--- src/rtl/int_to_fp13_converter_if.sv ---
// Handshake and result bundle between an integer source and int_to_fp13_converter.
// The master requests conversions; the slave (the converter) returns results.
interface int_to_fp13_converter_if;
  logic        start;
  logic [15:0] din;
  logic        ready;
  logic        done_tick;
  logic [12:0] fp_out;
  logic        ovf;

  modport master (
    output start, din,
    input  ready, done_tick, fp_out, ovf
  );

  modport slave (
    input  start, din,
    output ready, done_tick, fp_out, ovf
  );
endinterface

--- src/rtl/int_to_fp13_converter.sv ---
// Serial 16-bit int to 13-bit float {sign, exp[3:0], mag[7:0]}, normalising one bit per clock.
// Define FP13_ROUND_EN for round-to-nearest (ties away from zero); the default truncates.
module int_to_fp13_converter (
  input  logic                          clk,
  input  logic                          reset,
  int_to_fp13_converter_if.slave        bus
);

  typedef enum logic [1:0] {IDLE, NORM, DONE} state_t;

  state_t      state_q, state_d;
  logic        sign_q, sign_d;
  logic [15:0] m_q, m_d;
  logic [4:0]  e_q, e_d;
  logic [12:0] fp_q, fp_d;
  logic        ovf_q, ovf_d;

  logic [15:0] abs_din;
  logic [7:0]  mag_fin;
  logic [4:0]  e_fin;

  // -32768 has no positive counterpart; its 16-bit unsigned magnitude 0x8000 is still correct.
  assign abs_din = bus.din[15] ? (~bus.din + 16'd1) : bus.din;

`ifdef FP13_ROUND_EN
  logic [8:0] rnd_sum;

  // A carry out of the magnitude renormalises to 0x80 and bumps the exponent.
  always_comb begin
    rnd_sum = {1'b0, m_q[15:8]} + {8'd0, m_q[7]};
    if (rnd_sum[8]) begin
      mag_fin = 8'h80;
      e_fin   = e_q + 5'd1;
    end else begin
      mag_fin = rnd_sum[7:0];
      e_fin   = e_q;
    end
  end
`else
  assign mag_fin = m_q[15:8];
  assign e_fin   = e_q;
`endif

  always_comb begin
    // NOTE: every signal gets a default first so no path through the case infers a latch.
    state_d = state_q;
    sign_d  = sign_q;
    m_d     = m_q;
    e_d     = e_q;
    fp_d    = fp_q;
    ovf_d   = ovf_q;
    unique case (state_q)
      IDLE: begin
        if (bus.start) begin
          sign_d  = bus.din[15];
          m_d     = abs_din;
          e_d     = 5'd16;
          state_d = NORM;
        end
      end
      NORM: begin
        if (m_q == 16'd0) begin
          fp_d    = 13'h000;
          ovf_d   = 1'b0;
          state_d = DONE;
        end else if (m_q[15]) begin
          if (e_fin == 5'd16) begin
            fp_d  = {sign_q, 4'hF, 8'hFF};
            ovf_d = 1'b1;
          end else begin
            fp_d  = {sign_q, e_fin[3:0], mag_fin};
            ovf_d = 1'b0;
          end
          state_d = DONE;
        end else begin
          m_d = {m_q[14:0], 1'b0};
          e_d = e_q - 5'd1;
        end
      end
      DONE:    state_d = IDLE;
      default: state_d = IDLE;
    endcase
  end

  // NOTE: sequential state uses non-blocking assignments so all registers update together.
  always_ff @(posedge clk or posedge reset) begin
    if (reset) begin
      state_q <= IDLE;
      sign_q  <= 1'b0;
      m_q     <= 16'd0;
      e_q     <= 5'd0;
      fp_q    <= 13'h000;
      ovf_q   <= 1'b0;
    end else begin
      state_q <= state_d;
      sign_q  <= sign_d;
      m_q     <= m_d;
      e_q     <= e_d;
      fp_q    <= fp_d;
      ovf_q   <= ovf_d;
    end
  end

  assign bus.ready     = (state_q == IDLE);
  assign bus.done_tick = (state_q == DONE);
  assign bus.fp_out    = fp_q;
  assign bus.ovf       = ovf_q;

endmodule

--- src/flat_wrapper.sv ---
// flat-port wrapper written by rule: the top's interface ports become plain ports
module int_to_fp13_converter_flat 
  (clk, reset, bus_start, bus_din, bus_ready, bus_done_tick, bus_fp_out, bus_ovf);
  int_to_fp13_converter_if bus_i ();
  input  logic clk;
  input  logic reset;
  input wire logic [$bits(bus_i.start)-1:0] bus_start;
  input wire logic [$bits(bus_i.din)-1:0] bus_din;
  output wire logic [$bits(bus_i.ready)-1:0] bus_ready;
  output wire logic [$bits(bus_i.done_tick)-1:0] bus_done_tick;
  output wire logic [$bits(bus_i.fp_out)-1:0] bus_fp_out;
  output wire logic [$bits(bus_i.ovf)-1:0] bus_ovf;
  assign bus_i.start = bus_start;
  assign bus_i.din = bus_din;
  assign bus_ready = bus_i.ready;
  assign bus_done_tick = bus_i.done_tick;
  assign bus_fp_out = bus_i.fp_out;
  assign bus_ovf = bus_i.ovf;
  int_to_fp13_converter u_core (.clk(clk), .reset(reset), .bus(bus_i));
endmodule
--- config.mk ---
export PLATFORM = sky130hd
export DESIGN_NAME = int_to_fp13_converter_flat
export DESIGN_NICKNAME = d
export VERILOG_FILES = /design/src/rtl/int_to_fp13_converter_if.sv /design/src/rtl/int_to_fp13_converter.sv /design/src/flat_wrapper.sv
export SDC_FILE = /design/constraint.sdc
export NUM_CORES = 1
export LEC_CHECK = 0
export CAP_MARGIN = 0
export CORE_MARGIN = 1.5
export CORE_UTILIZATION = 60
export CTS_CLUSTER_SIZE = 8
export DETAILED_ROUTE_END_ITERATION = 7
export DONT_BUFFER_PORTS = 1
export PLACE_DENSITY = 0.76
export REMOVE_ABC_BUFFERS = 1
export SETUP_SLACK_MARGIN = 0.1
export SYNTH_ARGS = -nofsm -noshare
export SYNTH_HDL_FRONTEND = slang
export SYNTH_SLANG_ARGS = --single-unit
--- constraint.sdc ---
create_clock -name clk -period 3.3 [get_ports clk]
set_input_delay 0.165 -clock clk [delete_from_list [all_inputs] [get_ports clk]]
set_output_delay 0.165 -clock clk [all_outputs]
set_load 0.01 [all_outputs]
* Word-level counts from Yosys, hierarchy flattened
Cells that the tools add are included.
Operators by class: $add $sub $neg 2, eq/ne operators 7, mux-type cells 19, bitwise gates (word level) 1, reduce and logical (&&, ||, !) cells 9
Operators by type and width (count):
- two-way mux 16 bit | 4
- one-hot mux 16 bit (2 select lines) | 1
- two-way mux 13 bit | 2
- adder 16 x 1 -> 16 bit (second input constant) | 1
- logical NOT 16 bit | 1
- inverter 16 bit | 1
- two-way mux 5 bit | 3
- two-way mux 12 bit | 1
- one-hot mux 5 bit (2 select lines) | 1
- two-way mux 2 bit | 3
- inequality test 2 bit (second input constant) | 3
- AND reduction 2 bit | 3
- equality test 5 bit (second input constant) | 1
- subtractor 5 x 1 -> 5 bit (second input constant) | 1
- one-hot mux 2 bit (2 select lines) | 1
- AND reduction 4 bit | 1
- nonzero test 2 bit | 2
- two-way mux 1 bit | 3
- inequality test 3 x 1 -> 1 bit (second input constant) | 1
- AND reduction 3 bit | 1
- equality test 2 x 1 -> 1 bit (second input constant) | 1
- equality test 2 bit (second input constant) | 1
- logical NOT 2 bit | 1
Word-level totals: flip-flop bits (word level) 38, input bits 19, output and inout port bits 16, word-level logic and storage cells 45

* Longest topological paths before layout
Gate-level depths: netlist (run 1).
depth in word-level cells 5, depth in mapped cells 7, gate-level depth less buffers 7

* Worst setup path before layout (run 1)
Ideal clock, no wire load.
kind register -> register, start register u_core.m_q[11], end register u_core.m_q[13], arrival 1.640 ns, data required time 3.218 ns, setup slack 1.578 ns, cell stages (with the launch flop) 7, period minus slack after synthesis 1.722 ns, cell sequence dfrtp_1 > nor4_1 > nand4_1 > a21oi_1 > buf_2 > a21oi_1 > a31oi_1
On the way: longest elaborated chain between the ends 3
Ends and longest elaborated chain:
- start, declared | line int_to_fp13_converter.sv:13 | logic [15:0] m_q, m_d;
- start signal, assigned | line int_to_fp13_converter.sv:97 | m_q <= m_d;
- logical NOT 16 bit | line int_to_fp13_converter.sv:62 | if (m_q == 16'd0) begin
- inequality test 2 bit (no source line)
- AND reduction 4 bit (no source line)
Every way passes these cells. A chain may end at the register's enable or synchronous reset.

* Worst setup path in the final report (run 1)
start input bus_din[0], end register u_core.m_q[12]
On the way: longest elaborated chain between the ends 5
Ends and longest elaborated chain:
- start, declared | line flat_wrapper.sv:8 | input wire logic [$bits(bus_i.din)-1:0] bus_din;
- inverter 16 bit | line int_to_fp13_converter.sv:23 | assign abs_din = bus.din[15] ? (~bus.din + 16'd1) : bus.din;
- adder 16 x 1 -> 16 bit | line int_to_fp13_converter.sv:23
- two-way mux 16 bit | line int_to_fp13_converter.sv:23
- two-way mux 16 bit | line int_to_fp13_converter.sv:54 | if (bus.start) begin
- one-hot mux 16 bit (2 select lines) | line int_to_fp13_converter.sv:52 | unique case (state_q)
Every way passes these cells. The select of a mux whose other input is x is not followed.

==> results.py, run 1 <==
metrics = {
    "route": {
        "antenna_left": 0,
        "totalWireLength_microns": 3987,
        "wl_per_cell_microns": 15.51,
        "drcViolationCount": 0,
        "first_pass_iters": 4,
        "drt_iter0_markers": 84,
        "via_count": 1530,
        "viasPerCell": 5.953,
    },
    "floorplan": {
        "start_util_pct": 63.48,
        "fp.dieH_microns": 59.84,
        "die_w_microns": 59.84,
        "ios": 35,
        "coreArea_sq_um": 3053,
        "dieArea_sq_um": 3580,
        "rows": 20,
    },
    "final_layout": {
        "antennaDiodeCount": 0,
        "finalNetCount": 234,
        "multiInputGateArea_sq_um": 922.1,
        "mostFrequentLayoutCell": "dfrtp_1",
        "final_util_pct": 67.34,
        "regArea_sq_um": 950.9,
        "drive_gt1_share_pct": 6.103,
        "fill_cells": 263,
        "area_growth_syn_to_layout_pct": 6.068,
        "final_cell_mix": "dfrtp_1 (38), nand2_1 (28), nor2_1 (26)",
    },
    "timing": {
        "period_share_pct": 61.54,
        "maxSlewHeadroom_pct": 22.58,
        "setup_ws_ns": 1.269,
        "rsz0062_at_grt": "false",
        "fin_worst_skew_ns": 0.007163,
        "tns_ns": 0,
        "drv_slew": 0,
        "tightest_slew_ns": 1.160,
        "fmax_mhz": 492.4,
        "min_period_ns": 2.031,
        "finalSetupViolCount": 0,
        "hold_viol": 0,
    },
    "synth": {
        "synth_top_area_share_pct": 49.06,
        "synth_cells": 209,
        "netlist_top_cells_area": "dfrtp_1 (49%), o21ai_0 (5.9%), nand2_1 (5.4%)",
        "synth_cell_type_count": 37,
        "synth-edff-count": 0,
        "yosysTopAreaCell": "dfrtp_1",
        "yosysWarnings": 0,
        "synth-seq-cells": 38,
        "syn_area_sq_um": 1938,
        "syn_avg_cell_area_sq_um": 9.273,
        "ys_async_sr_fraction_pct": 100.0,
        "yosysSeqAreaShare_pct": 49.06,
        "yosys_most_used_dff": "dfrtp_1",
    },
    "cts": {
        "cts_buffers": 5,
        "cts_tree": "yes",
        "cts_setup_buffers": 0,
        "clockBufferDepth": 2,
        "clkTransAtPathRegs_ns": 0.11,
        "cts.sinks": 38,
        "htreeDepth": 2,
        "clk_latency_ns": 0.34,
        "root_buffer": "clkbuf_4",
    },
    "min_path": {
        "holdCritPathClass": "input port to async pin",
    },
    "placed_design": {
        "gp_congestion": 0.8793,
        "place_ws_ns": 1.373,
        "dp_hpwl_microns": 2949,
        "portBuffers": 0,
    },
    "global_routing": {
        "grt_pass1_wl_microns": 6665,
        "antenna_found_initial": 0,
        "gr-total-overflow": 0,
        "grt_pass1_vias": 1539,
        "grt_max_degree": 33,
        "grt_use_total_pct": 25.50,
    },
    "worst_setup_path": {
        "worst_setup_path_end_kind": "flip-flop",
        "reg2reg_from": "u_core.m_q[3]",
        "reg2reg_slack_ns": 1.35,
        "path_max_fanout": 4,
        "path_class": "input port to flip-flop",
        "worstPathArrival_ns": 2.27,
        "required_ns": 3.54,
        "reg2reg_depth": 6,
        "start_kind": "input port",
        "rr_endpoint": "u_core.m_q[12]",
    },
    "pwr": {
        "ir_drop_uv": 367.0,
        "p_per_area_nw_per_um2": 924.5,
        "combPwrFrac_pct": 40.1,
        "clock_power_share_pct": 11.6,
        "p_seq_share_pct": 48.2,
        "p_int_w": 0.001072,
        "power_w": 0.001901,
        "p_leak_nw": 0.9110,
        "switching_share_pct": 43.59,
        "p_sw_w": 0.0008285,
    },
    "status": {
        "run_status": "finished clean",
    },
    "job": {
        "maxCapViolCount": 0,
    },
}
==> stage by stage <==
step           cell area [sq um]  std cells  hold WS, ns
4_1_cts                     2056        257      0.01710
6_report                    2056        257     0.009190
2_1_floorplan               1903        200       0.2704
3_5_place_dp                1981        247       0.2989
3_3_place_gp                1981        247       0.2830
5_1_grt                     2056        257      0.02761
==> repair_timing <==
item / CTS / global route
hold buffers: 3 / 0
endpoints found under the hold margin: 3 / 0
resized for setup: 0 / 0
==> logic make-up (layout without fill, tap and decap cells) <==
logic type                 count (synthesis)  after routing  share of synthesized area [%]
xor gates and xnor gates                  14             14                          6.327
adders and majority gates                  2              2                          1.291
AOI/OAI and AO/OA                         49             49                          16.98
and+or+nand+nor                           84             84                          20.40
buffers and inverters                     17             21                          3.357
DFF                                       38             38                          49.06
muxes                                      5              5                          2.582
==> Yosys cell counts (4+ instances only) <==
cell type and instances:
inv_1 7, or3_1 5, xor2_1 11, dfrtp_1 38, clkbuf_1 8, nor4_1 4, o21ai_0 23, nand3_1 5
nor2_1 26, a22oi_1 4, mux2i_1 5, nand2_1 28
==> metal layers <==
metal / up-vias / global-route usage (%) / share of wire [%]
li1: 742 / - / -
met5: - / 0 / 0
met4: 0 / 9.841 / 1.5
met1: 717 / 31.53 / 43
met3: 4 / 8.009 / 7.5
met2: 67 / 41.46 / 48
==> critical path: stages <==
cell and delay (ns):
dlygate4sd3_1 0.55, inv_1 0.09, ha_1 0.17, nand2b_1 0.09
or3_4 0.41, o41ai_1 0.39, xor2_1 0.15, a221oi_1 0.27
==> how the worst max path moves through the flow <==
stage / start / cells past startpoint / endpoint / slack (ns)
2_1_floorplan: u_core.state_q[1] / 6 / u_core.m_q[14] / 1.12
3_3_place_gp: u_core.m_q[3] / 6 / u_core.m_q[12] / 1.41
3_5_place_dp: u_core.m_q[3] / 6 / u_core.m_q[12] / 1.37
6_report: bus_din[0] / 8 / u_core.m_q[12] / 1.27
4_1_cts: bus_din[0] / 8 / u_core.m_q[12] / 1.31
5_1_grt: bus_din[0] / 8 / u_core.m_q[12] / 1.12
==> sequential cells by signal, indices dropped and copies added (netlist names) <==
name,cells
u_core.bus.fp_out,13
u_core.state_q,2
u_core.bus.ovf,1
u_core.m_q,16
u_core.e_fin,5
u_core.sign_q,1
==> area by class of cell <==
type	instances	share of cell area [%]
Clock buffer	7	2.191
Tap cell	44	2.678
Sequential cell	38	46.26
Timing Repair Buffer	6	2.556
Multi-Input combinational cell	154	44.86
Inverter	8	1.461
==> power groups by stage <==
stage	logic, W	clock network [W]	registers, W
2_1_floorplan	0.000587	0	0.000871
4_1_cts	0.000765	0.000228	0.000916
3_3_place_gp	0.000735	0	0.000915
5_1_grt	0.000875	0.000253	0.000946
6_report	0.000762	0.000221	0.000917
3_5_place_dp	0.000761	0	0.000925
Power figures use the tool's default switching activity.
==> inputs of run 2 (changes only) <==
--- a/config.mk
+++ b/config.mk
@@ -7,11 +7,11 @@
 export LEC_CHECK = 0
 export CAP_MARGIN = 0
 export CORE_MARGIN = 1.5
-export CORE_UTILIZATION = 60
+export CORE_UTILIZATION = 56
 export CTS_CLUSTER_SIZE = 8
 export DETAILED_ROUTE_END_ITERATION = 7
 export DONT_BUFFER_PORTS = 1
-export PLACE_DENSITY = 0.76
+export PLACE_DENSITY = 0.74
 export REMOVE_ABC_BUFFERS = 1
 export SETUP_SLACK_MARGIN = 0.1
 export SYNTH_ARGS = -nofsm -noshare
==> constraint.sdc (replaced) <==
create_clock -name clk -period 1.8 [get_ports clk]
set_input_delay 0.09 -clock clk [delete_from_list [all_inputs] [get_ports clk]]
set_output_delay 0.09 -clock clk [all_outputs]
set_load 0.01 [all_outputs]
==> run 2 against run 1 <==
- total power up 110%
- die area up 6.8%
- flip-flop and latch count unchanged
- count of clock-buffer cells in the layout down 2
==> results.py, run 2 (synthesis gave the netlist of run 1 again) <==
metrics = {
    "global_routing": {
        "antenna_found_initial": 0,
        "grt_max_degree": 39,
        "top_usage_layer": "met2",
        "use_met3_pct": 7.453,
        "grt_pass1_wl_microns": 7093,
        "grt_pass1_vias": 1603,
        "use_met1_pct": 32.32,
        "met2_usage_pct": 42.26,
        "gr-total-overflow": 0,
        "grt_use_total_pct": 25.55,
    },
    "final_layout": {
        "largest_reg_flops": 16,
        "antennaDiodeCount": 0,
        "area_growth_syn_to_layout_pct": 17.95,
        "multiInputGateArea_sq_um": 964.7,
        "drive_gt1_share_pct": 15.15,
        "final_cell_mix": "dfrtp_1 (38), nand2_1 (27), nor2_1 (26)",
        "mostFrequentLayoutCell": "dfrtp_1",
        "regArea_sq_um": 950.9,
        "finalNetCount": 251,
        "stdcell_count": 277,
        "fill_cells": 288,
        "top_register": "u_core.m_q",
    },
    "timing": {
        "min_period_ns": 1.708,
        "rsz0062_at_grt": "true",
        "finalSetupViolCount": 0,
        "tightest_slew_ns": 0.4861,
        "setup_ws_ns": 0.09198,
        "period_share_pct": 94.89,
        "drv_slew": 0,
        "hold_viol": 0,
        "fmax_mhz": 585.5,
        "maxSlewHeadroom_pct": 67.52,
        "fin_worst_skew_ns": 0.005327,
    },
    "worst_setup_path": {
        "path_max_fanout": 9,
        "worst_setup_path_end_kind": "flip-flop",
        "start_kind": "flip-flop",
        "required_ns": 2.06,
        "path_class": "flip-flop to flip-flop",
        "worstPathArrival_ns": 1.97,
    },
    "placed_design": {
        "gp_congestion": 0.8396,
        "portBuffers": 0,
        "post-place-cells": 257,
        "place_ws_ns": 0.02420,
        "dp_hpwl_microns": 3157,
    },
    "job": {
        "maxCapViolCount": 0,
    },
    "cts": {
        "cts.sinks": 38,
        "htreeDepth": 2,
        "root_buffer": "clkbuf_4",
        "clkTransAtPathRegs_ns": 0.11,
        "cts_tree": "yes",
        "cts_buffers": 5,
        "clockBufferDepth": 2,
        "clk_latency_ns": 0.34,
    },
    "route": {
        "first_pass_iters": 4,
        "totalWireLength_microns": 4447,
        "drt_iter0_markers": 106,
        "via_count": 1642,
        "drcViolationCount": 0,
        "antenna_left": 0,
        "viasPerCell": 5.928,
        "wl_per_cell_microns": 16.05,
    },
    "pwr": {
        "p_per_area_nw_per_um2": 1722,
        "power_w": 0.003937,
        "ir_drop_uv": 714.8,
        "p_leak_nw": 1.016,
    },
    "status": {
        "run_status": "finished clean",
    },
    "floorplan": {
        "rows": 21,
        "coreArea_sq_um": 3337,
        "start_util_pct": 58.08,
        "dieArea_sq_um": 3823,
        "ios": 35,
        "fp.dieH_microns": 61.83,
        "die_w_microns": 61.83,
    },
    "min_path": {
        "holdCritPathClass": "input port to flip-flop",
    },
}
==> run 2: critical path, cell delays in order (launching register included) <==
cell and delay [ns]:
dfrtp_1 0.43, nor4_2 0.32, nand4_1 0.21, a21oi_2 0.28
inv_2 0.14, a221oi_2 0.25
==> run 2: path summary, 6_finish.rpt <==
kind                               start                    end  slack, ns  cells after the start
max                        u_core.m_q[0]         u_core.m_q[12]       0.09                      5
min                          bus_din[15]          u_core.m_q[7]       0.01                      3
max reg2reg                u_core.m_q[0]         u_core.m_q[12]       0.09                      5
min reg2reg                u_core.sign_q          u_core.sign_q       0.51                      2
max in group asynchronous          reset   u_core.bus.fp_out[2]       1.19                      3
min in group asynchronous          reset  u_core.bus.fp_out[11]       0.28                      3
==> run 2: routing by layer <==
layer / vias up / part of all wire, %
li1: 779 / -
met1: 777 / 41
met2: 75 / 48
met3: 11 / 8.1
met4: 0 / 2.4
met5: - / 0
==> run 2: area by class of cell <==
| type | instances | area share (%) |
|---|---|---|
| Multi-Input combinational cell | 154 | 42.20 |
| Tap cell | 46 | 2.518 |
| Inverter | 8 | 1.314 |
| Timing Repair Buffer | 23 | 8.976 |
| Clock buffer | 5 | 1.642 |
| Clock inverter | 3 | 1.752 |
| Sequential cell | 38 | 41.60 |
==> run 2: power by group <==
group          switching (W)  internal (W)  total (W)
sequential          0.000417       0.00127    0.00168
clock               0.000278      0.000288   0.000565
combinational       0.000980      0.000708    0.00169
total                0.00168       0.00226    0.00394
==> run 2: repair_timing <==
action,CTS,global route
setup endpoints to repair,23,31
resized for setup,4,8
hold buffers,10,0
buffers inserted,0,2
cloned,0,0
hold endpoints to repair,47,0
pin swaps,1,3
==> run 2: through the flow <==
stage               hold WS, ns  utilization (%)  cell area (sq um)  setup TNS, ns
finish                  0.01475            68.50               2286              0
global route            0.02224            68.50               2286       -0.09005
CTS                     0.01104            66.97               2235              0
detailed placement       0.1193            61.23               2043              0
global placement         0.1108            61.23               2043              0
floorplan                0.1954                -               1903         -2.773
